==> config.mk <==
export PLATFORM = sky130hd
export DESIGN_NAME = sysver_axil_reader
export DESIGN_NICKNAME = d
export VERILOG_FILES = /design/src/rtl/sysver_pkg.sv /design/src/rtl/sysver_axil_reader.sv
export SDC_FILE = /design/constraint.sdc
export NUM_CORES = 1
export LEC_CHECK = 0
export BUFFER_PORTS_ARGS = -buffer_cell sky130_fd_sc_hd__buf_4
export CORE_UTILIZATION = 30
export CTS_CLUSTER_DIAMETER = 40
export DETAILED_ROUTE_END_ITERATION = 8
export GPL_TIMING_DRIVEN = 0
export SETUP_SLACK_MARGIN = 0.2
export SYNTH_ARGS = -nofsm -noshare
export SYNTH_HDL_FRONTEND = slang
export SYNTH_SLANG_ARGS = --single-unit
export TNS_END_PERCENT = 5
==> constraint.sdc <==
create_clock -name m_axi_aclk -period 2.1 [get_ports m_axi_aclk]
set_clock_uncertainty 0.2 [all_clocks]
set_input_delay 0 -clock m_axi_aclk [delete_from_list [all_inputs] [get_ports m_axi_aclk]]
set_output_delay 0 -clock m_axi_aclk [all_outputs]
set_load 0.05 [all_outputs]
==> src/rtl/sysver_pkg.sv <==
// Shared constants for the system version reader: register map, field layout, codes, FSM states.
// Latency: n/a (declarations only).
// Backpressure: n/a.
package sysver_pkg;

  // Register offsets within the system version responder
  localparam int unsigned REG_FPGA_VER = 32'h0;
  localparam int unsigned REG_BOARD    = 32'h4;

  // FPGA_VER field layout
  localparam int VER_MAJ_OFF   = 24;
  localparam int VER_MAJ_W     = 8;
  localparam int VER_MIN_OFF   = 16;
  localparam int VER_MIN_W     = 8;
  localparam int VER_BUILD_OFF = 0;
  localparam int VER_BUILD_W   = 16;

  // BOARD field offsets (widths are parameters of the reader)
  localparam int BOARD_TYPE_OFF = 16;
  localparam int BOARD_REV_OFF  = 0;

  // AXI read response code
  localparam logic [1:0] RESP_OKAY = 2'b00;

  // Error codes reported on err
  localparam logic [1:0] ERR_OK      = 2'b00;
  localparam logic [1:0] ERR_RESP    = 2'b01;
  localparam logic [1:0] ERR_TIMEOUT = 2'b10;

  typedef enum logic [2:0] {
    ST_IDLE,
    ST_ADDR,
    ST_DATA,
    ST_DRAIN_A,
    ST_DRAIN_R
  } state_t;

endpackage

==> src/rtl/sysver_axil_reader.sv <==
// AXI4-lite read master: fetches FPGA_VER then BOARD and publishes decoded fields atomically.
// Latency: 4 cycles start-to-done with a zero-wait responder, plus every responder wait cycle.
// Backpressure: holds arvalid/araddr until accepted; per-phase timeout, then drains the open transfer.
module sysver_axil_reader
  import sysver_pkg::*;
#(
  parameter int                            C_M_AXI_ADDR_WIDTH = 32,
  parameter int                            C_M_AXI_DATA_WIDTH = 32,
  parameter logic [C_M_AXI_ADDR_WIDTH-1:0] C_BASE_ADDR        = '0,
  parameter int                            C_BOARD_TYPE_WIDTH = 4,
  parameter int                            C_BOARD_REV_WIDTH  = 4,
  parameter int                            C_TIMEOUT_CYCLES   = 1024,
  parameter int                            C_AUTO_START       = 1
) (
  input  logic                          m_axi_aclk,
  input  logic                          m_axi_areset,
  output logic [C_M_AXI_ADDR_WIDTH-1:0] m_axi_araddr,
  output logic [2:0]                    m_axi_arprot,
  output logic                          m_axi_arvalid,
  input  logic                          m_axi_arready,
  input  logic [C_M_AXI_DATA_WIDTH-1:0] m_axi_rdata,
  input  logic [1:0]                    m_axi_rresp,
  input  logic                          m_axi_rvalid,
  output logic                          m_axi_rready,
  input  logic                          start,
  output logic                          busy,
  output logic                          done,
  output logic [1:0]                    err,
  output logic [7:0]                    ver_maj,
  output logic [7:0]                    ver_min,
  output logic [15:0]                   ver_build,
  output logic [C_BOARD_TYPE_WIDTH-1:0] board_type,
  output logic [C_BOARD_REV_WIDTH-1:0]  board_rev
);

  localparam int TCW = (C_TIMEOUT_CYCLES > 2) ? $clog2(C_TIMEOUT_CYCLES) : 1;
  localparam logic [TCW-1:0] TMAX = TCW'(C_TIMEOUT_CYCLES - 1);

  localparam logic [C_M_AXI_ADDR_WIDTH-1:0] ADDR_VER =
    C_BASE_ADDR + C_M_AXI_ADDR_WIDTH'(REG_FPGA_VER);
  localparam logic [C_M_AXI_ADDR_WIDTH-1:0] ADDR_BOARD =
    C_BASE_ADDR + C_M_AXI_ADDR_WIDTH'(REG_BOARD);

  state_t                          state;
  logic                            idx;        // 0 = FPGA_VER, 1 = BOARD
  logic                            auto_pend;  // one-shot start request armed by reset
  logic [TCW-1:0]                  tcnt;
  logic [C_M_AXI_DATA_WIDTH-1:0]   shadow_ver; // FPGA_VER held until BOARD also succeeds

  assign m_axi_arprot = 3'b000;

  // Read sequencer: two single-beat reads, per-phase timeout, atomic field commit.
  always_ff @(posedge m_axi_aclk) begin
    if (m_axi_areset) begin
      state         <= ST_IDLE;
      idx           <= 1'b0;
      auto_pend     <= (C_AUTO_START != 0);
      tcnt          <= '0;
      shadow_ver    <= '0;
      m_axi_araddr  <= '0;
      m_axi_arvalid <= 1'b0;
      m_axi_rready  <= 1'b0;
      busy          <= 1'b0;
      done          <= 1'b0;
      err           <= ERR_OK;
      ver_maj       <= '0;
      ver_min       <= '0;
      ver_build     <= '0;
      board_type    <= '0;
      board_rev     <= '0;
    end else begin
      case (state)
        ST_IDLE: begin
          if (start || auto_pend) begin
            auto_pend     <= 1'b0;
            idx           <= 1'b0;
            done          <= 1'b0;
            err           <= ERR_OK;
            busy          <= 1'b1;
            m_axi_araddr  <= ADDR_VER;
            m_axi_arvalid <= 1'b1;
            tcnt          <= '0;
            state         <= ST_ADDR;
          end
        end

        ST_ADDR: begin
          if (m_axi_arvalid && m_axi_arready) begin
            m_axi_arvalid <= 1'b0;
            m_axi_rready  <= 1'b1;
            tcnt          <= '0;
            state         <= ST_DATA;
          end else if (tcnt == TMAX) begin
            // arvalid stays up: an issued request cannot be withdrawn
            err   <= ERR_TIMEOUT;
            done  <= 1'b1;
            state <= ST_DRAIN_A;
          end else begin
            tcnt <= tcnt + 1'b1;
          end
        end

        ST_DATA: begin
          if (m_axi_rvalid && m_axi_rready) begin
            m_axi_rready <= 1'b0;
            if (m_axi_rresp != RESP_OKAY) begin
              // published fields keep the last fully good values
              err   <= ERR_RESP;
              done  <= 1'b1;
              busy  <= 1'b0;
              state <= ST_IDLE;
            end else if (idx == 1'b0) begin
              shadow_ver    <= m_axi_rdata;
              idx           <= 1'b1;
              m_axi_araddr  <= ADDR_BOARD;
              m_axi_arvalid <= 1'b1;
              tcnt          <= '0;
              state         <= ST_ADDR;
            end else begin
              // BOARD goes straight from rdata; both registers land in one cycle
              ver_maj    <= shadow_ver[VER_MAJ_OFF +: VER_MAJ_W];
              ver_min    <= shadow_ver[VER_MIN_OFF +: VER_MIN_W];
              ver_build  <= shadow_ver[VER_BUILD_OFF +: VER_BUILD_W];
              board_type <= m_axi_rdata[BOARD_TYPE_OFF +: C_BOARD_TYPE_WIDTH];
              board_rev  <= m_axi_rdata[BOARD_REV_OFF +: C_BOARD_REV_WIDTH];
              done       <= 1'b1;
              busy       <= 1'b0;
              state      <= ST_IDLE;
            end
          end else if (tcnt == TMAX) begin
            err   <= ERR_TIMEOUT;
            done  <= 1'b1;
            state <= ST_DRAIN_R;
          end else begin
            tcnt <= tcnt + 1'b1;
          end
        end

        ST_DRAIN_A: begin
          if (m_axi_arvalid && m_axi_arready) begin
            m_axi_arvalid <= 1'b0;
            m_axi_rready  <= 1'b1;
            state         <= ST_DRAIN_R;
          end
        end

        ST_DRAIN_R: begin
          // the late response is swallowed so the responder is left clean
          if (m_axi_rvalid && m_axi_rready) begin
            m_axi_rready <= 1'b0;
            busy         <= 1'b0;
            state        <= ST_IDLE;
          end
        end

        default: state <= ST_IDLE;
      endcase
    end
  end

endmodule

==> results of run 1 <==
==> worst register-to-register path, stage by stage, from the launching register on <==
cell,delay [ns]
dfxtp_1,0.37
or4_4,0.57
o21a_1,0.14
o221ai_2,0.21
mux2_4,0.32
==> cell type report <==
class / instances / area share, %
multi-input cells: 383 / 33.4
flip-flops and latches: 94 / 32.4
repair buffers: 125 / 17.8
plain buffers: 67 / 7.76
clock buffers: 9 / 3.88
well taps: 176 / 3.79
clock inverters: 6 / 0.840
inverters: 2 / 0.129
==> layer usage <==
metal,GRT usage (%),up-vias
met2,27.7,108
met3,2.27,4
met1,20.0,1816
li1,-,2009
met5,0,-
met4,6.73,0
==> flip-flops by register name, summed over array words and instances, names as in the netlist, 2 cells and up <==
name        cells
ver_maj         8
state           3
tcnt           10
ver_min         8
shadow_ver     32
board_rev       4
board_type      4
ver_build      16
err             2
==> cells by family (layout without fill, tap and decap cells) <==
group | Yosys count | count (layout) | share of synthesized area (%)
compound gates | 126 | 126 | 17.7
fa+ha+maj | 1 | 1 | 0.308
buf+inv | 69 | 209 | 10.3
flops | 94 | 94 | 46.4
mux | 2 | 2 | 0.524
other cells | 1 | 34 | 0.0924
simple gates | 220 | 220 | 24.7
==> per-stage QoR <==
| step | worst slack, ns | setup TNS, ns |
|---|---|---|
| floorplan | 0.196 | 0 |
| global placement | 0.0400 | 0 |
| detailed placement | -0.0138 | -0.0138 |
| CTS | 0.148 | 0 |
| global route | 0.118 | 0 |
| finish | 0.180 | 0 |
==> Yosys cell counts (2+ instances only) <==
master,number,area share [%]
buf_2,7,0.86
dfxtp_1,94,46
nand2b_1,5,0.77
a211oi_1,3,0.55
or3_1,4,0.62
and2_1,2,0.31
and4_1,3,0.65
nand4_1,3,0.46
nand3_1,9,1.1
a31oi_1,3,0.46
nor2b_1,2,0.31
o22ai_1,3,0.46
a21oi_1,89,11
and3_1,4,0.62
clkbuf_1,21,1.9
buf_4,38,7.0
o21ai_0,8,0.99
inv_1,2,0.19
o211ai_1,2,0.37
nor3_1,7,0.86
or4_1,4,0.74
nand2_1,156,14
and4b_1,2,0.49
o21a_1,3,0.55
nor2_1,8,0.74
nor3b_1,2,0.37
o31ai_1,5,0.92
==> final timing paths <==
kind | start | endpoint | slack, ns | cells past startpoint
setup / recovery | state[0] | state[1] | 0.18 | 4
hold / removal | m_axi_areset | state[0] | -0.002 | 3
setup reg to reg | state[0] | state[1] | 0.18 | 4
hold reg to reg | ver_min[5] | ver_min[5] | 0.25 | 2
==> timing repair <==
action / CTS / global route
pin swaps: 3 / 2
endpoints found under the hold margin: 46 / 0
buffers inserted: 2 / 2
setup endpoints to repair: 82 / 89
resized for setup: 12 / 33
hold buffers: 37 / 0
gates cloned: 0 / 0
==> power by group <==
| group | total [W] | switching (W) | internal [W] |
|---|---|---|---|
| sequential | 0.00196 | 0.0000974 | 0.00186 |
| combinational | 0.00157 | 0.000918 | 0.000654 |
| clock | 0.00151 | 0.000701 | 0.000806 |
==> metrics.txt, run 1 <==
data required time of the critical path 2.13 ns; CP Class flop to flop; Tightest Hold Check Type input port to flop; worst vdd ir 0.490 mV; CTS Buf Count 9; I/O pin count 120; yosys warns 0; Worst Tran Pin Value 0.517 ns; total of max-cap violations 0; Final Instance Area 5810 um2; WL met2 5430 um; CP top delay family simple AND/OR/NAND/NOR gates; Post-synth EDFFs 0; Starting DRT DRC Count 221; Pleak 2.31 nW; Die H 118 um; Area growth syn-to-layout 43.1%; Via Count 3937; CTS root buf clkbuf_16; uppermost layer routed met4; fin crit period 1.92 ns; first-pass GRT wire length 18000 um; NumNets Final 722; Hold WS -0.00208 ns; antenna fix cells 0; DRC viols 0; Clk pin slew, worst setup/hold paths 0.06 ns; Worst-Skew Late Latency 0.34 ns; total power 0.00504 W; Initial Util 30.7%; Syn Area/Cell 7.91 um2; dpl hpwl 7950 um; core region area 13200 um2; Main synth FF type dfxtp_1; share of cells above drive strength 1 25.9%; Seq/Total Area, Yosys 46.4%; async set-reset flop share out of synthesis 0%; vias per cell 4.57; Power Dens Cells 868 nW/um2; CP Launch Type flop; cell row count 42; largest net degree at the start of global routing 17; die span in x 118 um; # fillers 1364; outcome finished with violations; CTS Sinks 94; Worst EP arrival 1.95 ns; Slew Limit Fails 0; worst path cell trace or4_4 > o21a_1 > o221ai_2 > mux2_4; dpl cell area 5030 um2; Initial DRT Pass Iterations 4; synthesized area 4060 um2; FMAX 521 MHz; Slew headroom 65.5%; routed wl met3 529 um; most common cell after layout, fill and taps aside nand2_1; H-tree depth 3; Overflow after GRT 0; Reg area 1880 um2; Finished Core Util 43.8%; PortBufs 84; #FFs+latches synth 94; crit-path max FO 5; Worst path slowest cell or4_4; remaining antenna violation count 0; Gate Count Post-Synth 513; Final period util 91.4%; CTS tree yes; Final Hold Fails 1; CTS Buffer Depth 2; Distinct cells, synth 51; RSZ-0062 raised after global routing true; Crit. End Element flop; Finished Layout Cells 862; via count of the first global-routing pass 3792; Multi-input gate area 1940 um2; Final setup viols 0; failing checks negative hold slack; gp weighted congestion 0.844; M1 WL 5070 um; Post-Place Cells 806; WP buf/inv 0; die area 14000 um2; drt wl/cell 12.9 um; most frequent cells in the layout nand2_1, buf_4, dfxtp_1; Global Route Usage Sum 16.1%; routed wire length 11100 um; initial antenna violation count 0; critical path's largest stage delay 0.57 ns
(Power assumes the default switching activity.)
==> run 2: changes to the inputs <==
ABC_AREA = 1   (was not set)
==> metrics.txt, run 2 <==
drt wl/cell 11.7 um; FF-to-FF Start state[2]; Syn Area/Cell 7.12 um2; I/O pin count 120; core region area 13300 um2; Post-synth EDFFs 0; CP Launch Type flop; Pleak 2.58 nW; first-pass GRT wire length 17800 um; Synth area leader dfxtp_1; R2R depth 10; CP Class flop to flop; cell row count 42; Setup crit end state[2]; most common cell after layout, fill and taps aside buf_4; die span in x 119 um; Top reg by flops shadow_ver; outcome completed; critical path's largest stage delay 0.35 ns; share of cells above drive strength 1 22.5%; Clk pin slew, worst setup/hold paths 0.07 ns; yosys warns 0; Global Route Usage Sum 15.8%; Crit. End Element flop; largest net degree at the start of global routing 16; setup TNS 0 ns; worst path cell trace inv_2 > nand3_4 > inv_2 > nand2_1 > nand2_2 > nand2_1 > nand2_2 > nand2_1 > nand2_1 > nor2_1; worst vdd ir 0.408 mV; top cells by area, synth dfxtp_1, nor2_1, o21ai_0, a21oi_1, buf_4; Overflow after GRT 0; Distinct cells, synth 22; H-tree depth 3; CTS Buf Count 9; gp weighted congestion 0.862; most frequent cells in the layout buf_4, nor2_1, dfxtp_1; CP dominant cell by count nand2_1; Commonest cells post-synth dfxtp_1, nor2_1, inv_1, nand2_1, o21ai_0; CTS Buffer Depth 2; number of flip-flops under the largest register name 32; RR Endpoint state[2]; Worst path slowest cell dfxtp_2; DRC viols 0; Slew Limit Fails 0; via count of the first global-routing pass 3644; Worst-Skew Late Latency 0.35 ns; Worst Tran Pin Value 0.550 ns; PortBufs 85; r2r setup slk 0.32 ns; Starting DRT DRC Count 164; synthesized area 4120 um2; total of max-cap violations 0; vias per cell 4.32; Power Dens Cells 853 nW/um2; antenna fix cells 0; Main synth FF type dfxtp_1; biggest regs shadow_ver: 32 flops, ver_build: 16 flops, tcnt: 10 flops; crit-path max FO 7; data required time of the critical path 2.14 ns; NumNets Final 785; remaining antenna violation count 0; FMAX 563 MHz; RSZ-0062 raised after global routing true; Initial DRT Pass Iterations 4; Seq/Total Area, Yosys 45.6%; CTS tree yes; initial antenna violation count 0; Via Count 3999; total power 0.00499 W; routed wire length 10800 um; CTS root buf clkbuf_16; dpl hpwl 7780 um; Initial Util 30.9%; Final Hold Fails 0; die area 14200 um2; Finished Core Util 43.9%; Tightest Hold Check Type input port to flop; async set-reset flop share out of synthesis 0%; Slew headroom 63.3%; #FFs+latches synth 94; Worst EP arrival 1.82 ns; Gate Count Post-Synth 579; crit path launch state[2]; Final setup viols 0; fin crit period 1.78 ns; Die H 119 um; share of the synthesized area in the top cell type 45.6%; CTS Sinks 94; Final period util 84.5%; Area growth syn-to-layout 42.0%; hold path startpoint m_axi_arready
[run 2: layout make-up]
type / instances / area, um2
timing repair buffer: 122 / 1010
clock inverter: 4 / 77.6
sequential: 94 / 1890
buffer: 57 / 364
tap: 176 / 220
multi-input combinational: 386 / 1770
fill: 1422 / 7490
inverter: 75 / 282
clock buffer: 12 / 246
[run 2: worst max-delay path, delay by kind of cell, from the launching register on]
family / cells / cell delay, ns
flip-flops: 1 / 0.35
buffers and inverters: 2 / 0.31
AND/OR/NAND/NOR: 8 / 0.80
[run 2: worst min-delay path by stage]
stage	to	slack (ns)	cells after the start
floorplan	err[0]	-0.13	1
global placement	err[0]	0.01	2
detailed placement	err[0]	0.01	2
CTS	m_axi_arvalid	0.03	4
global route	m_axi_arvalid	0.11	6
finish	m_axi_arvalid	0.03	4
[run 2: cells by family after synthesis]
kind of cell / synth area share, %
and+or+nand+nor: 21.1
buffers and inverters: 15.4
AOI/OAI and AO/OA: 17.2
xor gates and xnor gates: 0.212
adders and majority gates: 0.303
other: 0.0910
DFF: 45.6
[run 2: metal layers]
layer  track usage, %  routed length (um)  vias to the layer above
met5                0                   0                        -
met2             26.0                5090                       89
met3             2.73                 457                       13
met4             6.57                 191                        0
li1                 -                   -                     2107
met1             20.3                5100                     1790
[run 2: where the power goes]
group	internal [W]	total (W)	switching [W]	leakage [nW]
registers	0.00187	0.00196	0.0000909	0.760
logic	0.000420	0.00125	0.000829	1.66
clock network	0.00109	0.00178	0.000697	0.158
[run 2: stage by stage]
| stage | setup slack, ns | cells | hold WS [ns] | area (um2) |
|---|---|---|---|---|
| 5_1_grt | 0.186 | 926 | 0.112 | 5850 |
| 2_1_floorplan | 0.293 | 612 | -0.131 | 4250 |
| 6_report | 0.325 | 926 | 0.0294 | 5850 |
| 3_5_place_dp | 0.0931 | 873 | 0.0146 | 5110 |
| 3_3_place_gp | 0.0786 | 873 | 0.0118 | 5110 |
| 4_1_cts | 0.165 | 926 | 0.0265 | 5810 |
[run 2: what timing repair did]
action,4_1_cts,5_1_grt
pin swaps,1,0
hold endpoints to repair,49,0
setup endpoints to repair,43,83
hold buffers,36,0
setup buffers,1,0
resized for setup,3,22
==> run 3: changes to the inputs <==
clock period = 1.71 ns   (was 2.1 ns; I/O delays follow)
==> metrics.txt, run 3 (synthesis gave the netlist of run 2 again) <==
Int Pwr 0.00451 W; Die H 119 um; Hold WS -0.0798 ns; Overflow after GRT 0; NumNets Final 817; RSZ-0062 raised after global routing true; Worst EP arrival 1.78 ns; Crit. End Element flop; Worst-Skew Late Latency 0.34 ns; PortBufs 85; crit path launch state[0]; Final Hold Fails 4; dpl cell area 5160 um2; Pleak 2.93 nW; CTS Hold Bufs 36; Power Dens Cells 1020 nW/um2; first-pass GRT wire length 18300 um; initial antenna violation count 0; Clk pwr share 33.5%; Final setup viols 0; number of flip-flops under the largest register name 32; die span in x 119 um; I/O pin count 120; drt wl/cell 12.4 um; Slew headroom 49.2%; setup TNS 0 ns; Comb pwr share 30.2%; Finished Layout Cells 958; failing checks negative hold slack; share of cells above drive strength 1 35.7%; most frequent cells in the layout buf_4, nor2_1, dfxtp_1; FMAX 586 MHz; Initial DRT Pass Iterations 4; Clk pin slew, worst setup/hold paths 0.07 ns; Tightest Hold Check Type input port to flop; FF-to-FF Start state[0]; Via Count 4196; cell row count 42; hold path startpoint start; # fillers 1332; Top reg by flops shadow_ver; CTS Buffer Depth 2; routed wire length 11900 um; remaining antenna violation count 0; Sw Share 33.6%; CTS root buf clkbuf_16; outcome finished with violations; Starting DRT DRC Count 278; crit-path max FO 10; fin crit period 1.71 ns; dpl hpwl 7580 um; CTS Sinks 94; worst vdd ir 0.690 mV; core region area 13300 um2; biggest regs shadow_ver: 32 flops, ver_build: 16 flops, tcnt: 10 flops; CP Launch Type flop; data required time of the critical path 1.79 ns; vias per cell 4.38; share of power burned in registers 36.3%; CTS tree yes; die area 14200 um2; H-tree depth 3; via count of the first global-routing pass 3721; gp weighted congestion 0.851; largest net degree at the start of global routing 17; net switching power 0.00228 W; Post-Place Cells 873; total of max-cap violations 0; total power 0.00679 W; most common cell after layout, fill and taps aside buf_4; CTS Buf Count 9; Worst Tran Pin Value 0.762 ns; r2r setup slk 0.003 ns; Final Instance Area 6630 um2; CP Class flop to flop; Slew Limit Fails 0; Initial Util 30.9%; Final period util 99.8%; Global Route Usage Sum 16.2%; antenna fix cells 0; Area growth syn-to-layout 60.8%; DRC viols 0
==> run 3: changes by cell type in the layout (fill, tap and decap cells not counted), moves of 12 or more <==
cell,before,now
nand2_1,70,58
o21ai_2,0,31
o21ai_1,18,35
buf_4,123,147
o21ai_0,68,20
==> run 3: final cells by class <==
type	count	area [um2]	share of cell area, %
Multi-Input combinational cell	387	2080	31.4
Sequential cell	94	1910	28.8
Timing Repair Buffer	153	1310	19.8
Buffer	57	468	7.06
Inverter	75	297	4.47
Clock buffer	10	250	3.78
Tap cell	176	220	3.32
Clock inverter	6	90.1	1.36
==> run 3: what timing repair did <==
action / CTS / global route
pin swaps: 28 / 39
endpoints found under the setup margin: 91 / 91
gates resized for setup: 104 / 85
endpoints found under the hold margin: 53 / 3
gates cloned: 1 / 4
buffers inserted: 3 / 25
==> run 3: power by group through the flow <==
stage / sequential [W] / clock, W / combinational [W]
after floorplan: 0.00256 / 0 / 0.00100
after global placement: 0.00246 / 0 / 0.00145
after detailed placement: 0.00246 / 0 / 0.00145
after CTS: 0.00245 / 0.00231 / 0.00166
after global routing: 0.00248 / 0.00242 / 0.00225
final: 0.00247 / 0.00227 / 0.00205
==> run 3: final timing paths <==
path,end,depth (start not counted)
setup / recovery,ver_build[4],8
hold / removal,idx,4
setup reg to reg,ver_build[4],8
hold reg to reg,ver_build[11],2
==> run 3: per-stage QoR <==
stage | worst slack [ns] | utilization, %
floorplan | 0.109 | -
global placement | -0.293 | 38.6
detailed placement | -0.290 | 38.6
CTS | 0.00136 | 46.2
global route | -0.0579 | 49.7
finish | 0.00306 | 49.7
==> run 3: layer usage <==
metal	routed length, um	GRT usage (%)	share of wire [%]
met3	493	2.59	4.2
met1	5340	20.4	45
met4	180	4.98	1.5
met2	5840	28.1	49
met5	0	0	0
==> run 3: critical path: stages, from the launching register on <==
cell	delay [ns]
dfxtp_4	0.38
inv_4	0.08
nand3_4	0.10
nor2_4	0.22
nand3_4	0.10
buf_12	0.17
buf_6	0.12
buf_12	0.13
a21oi_1	0.13
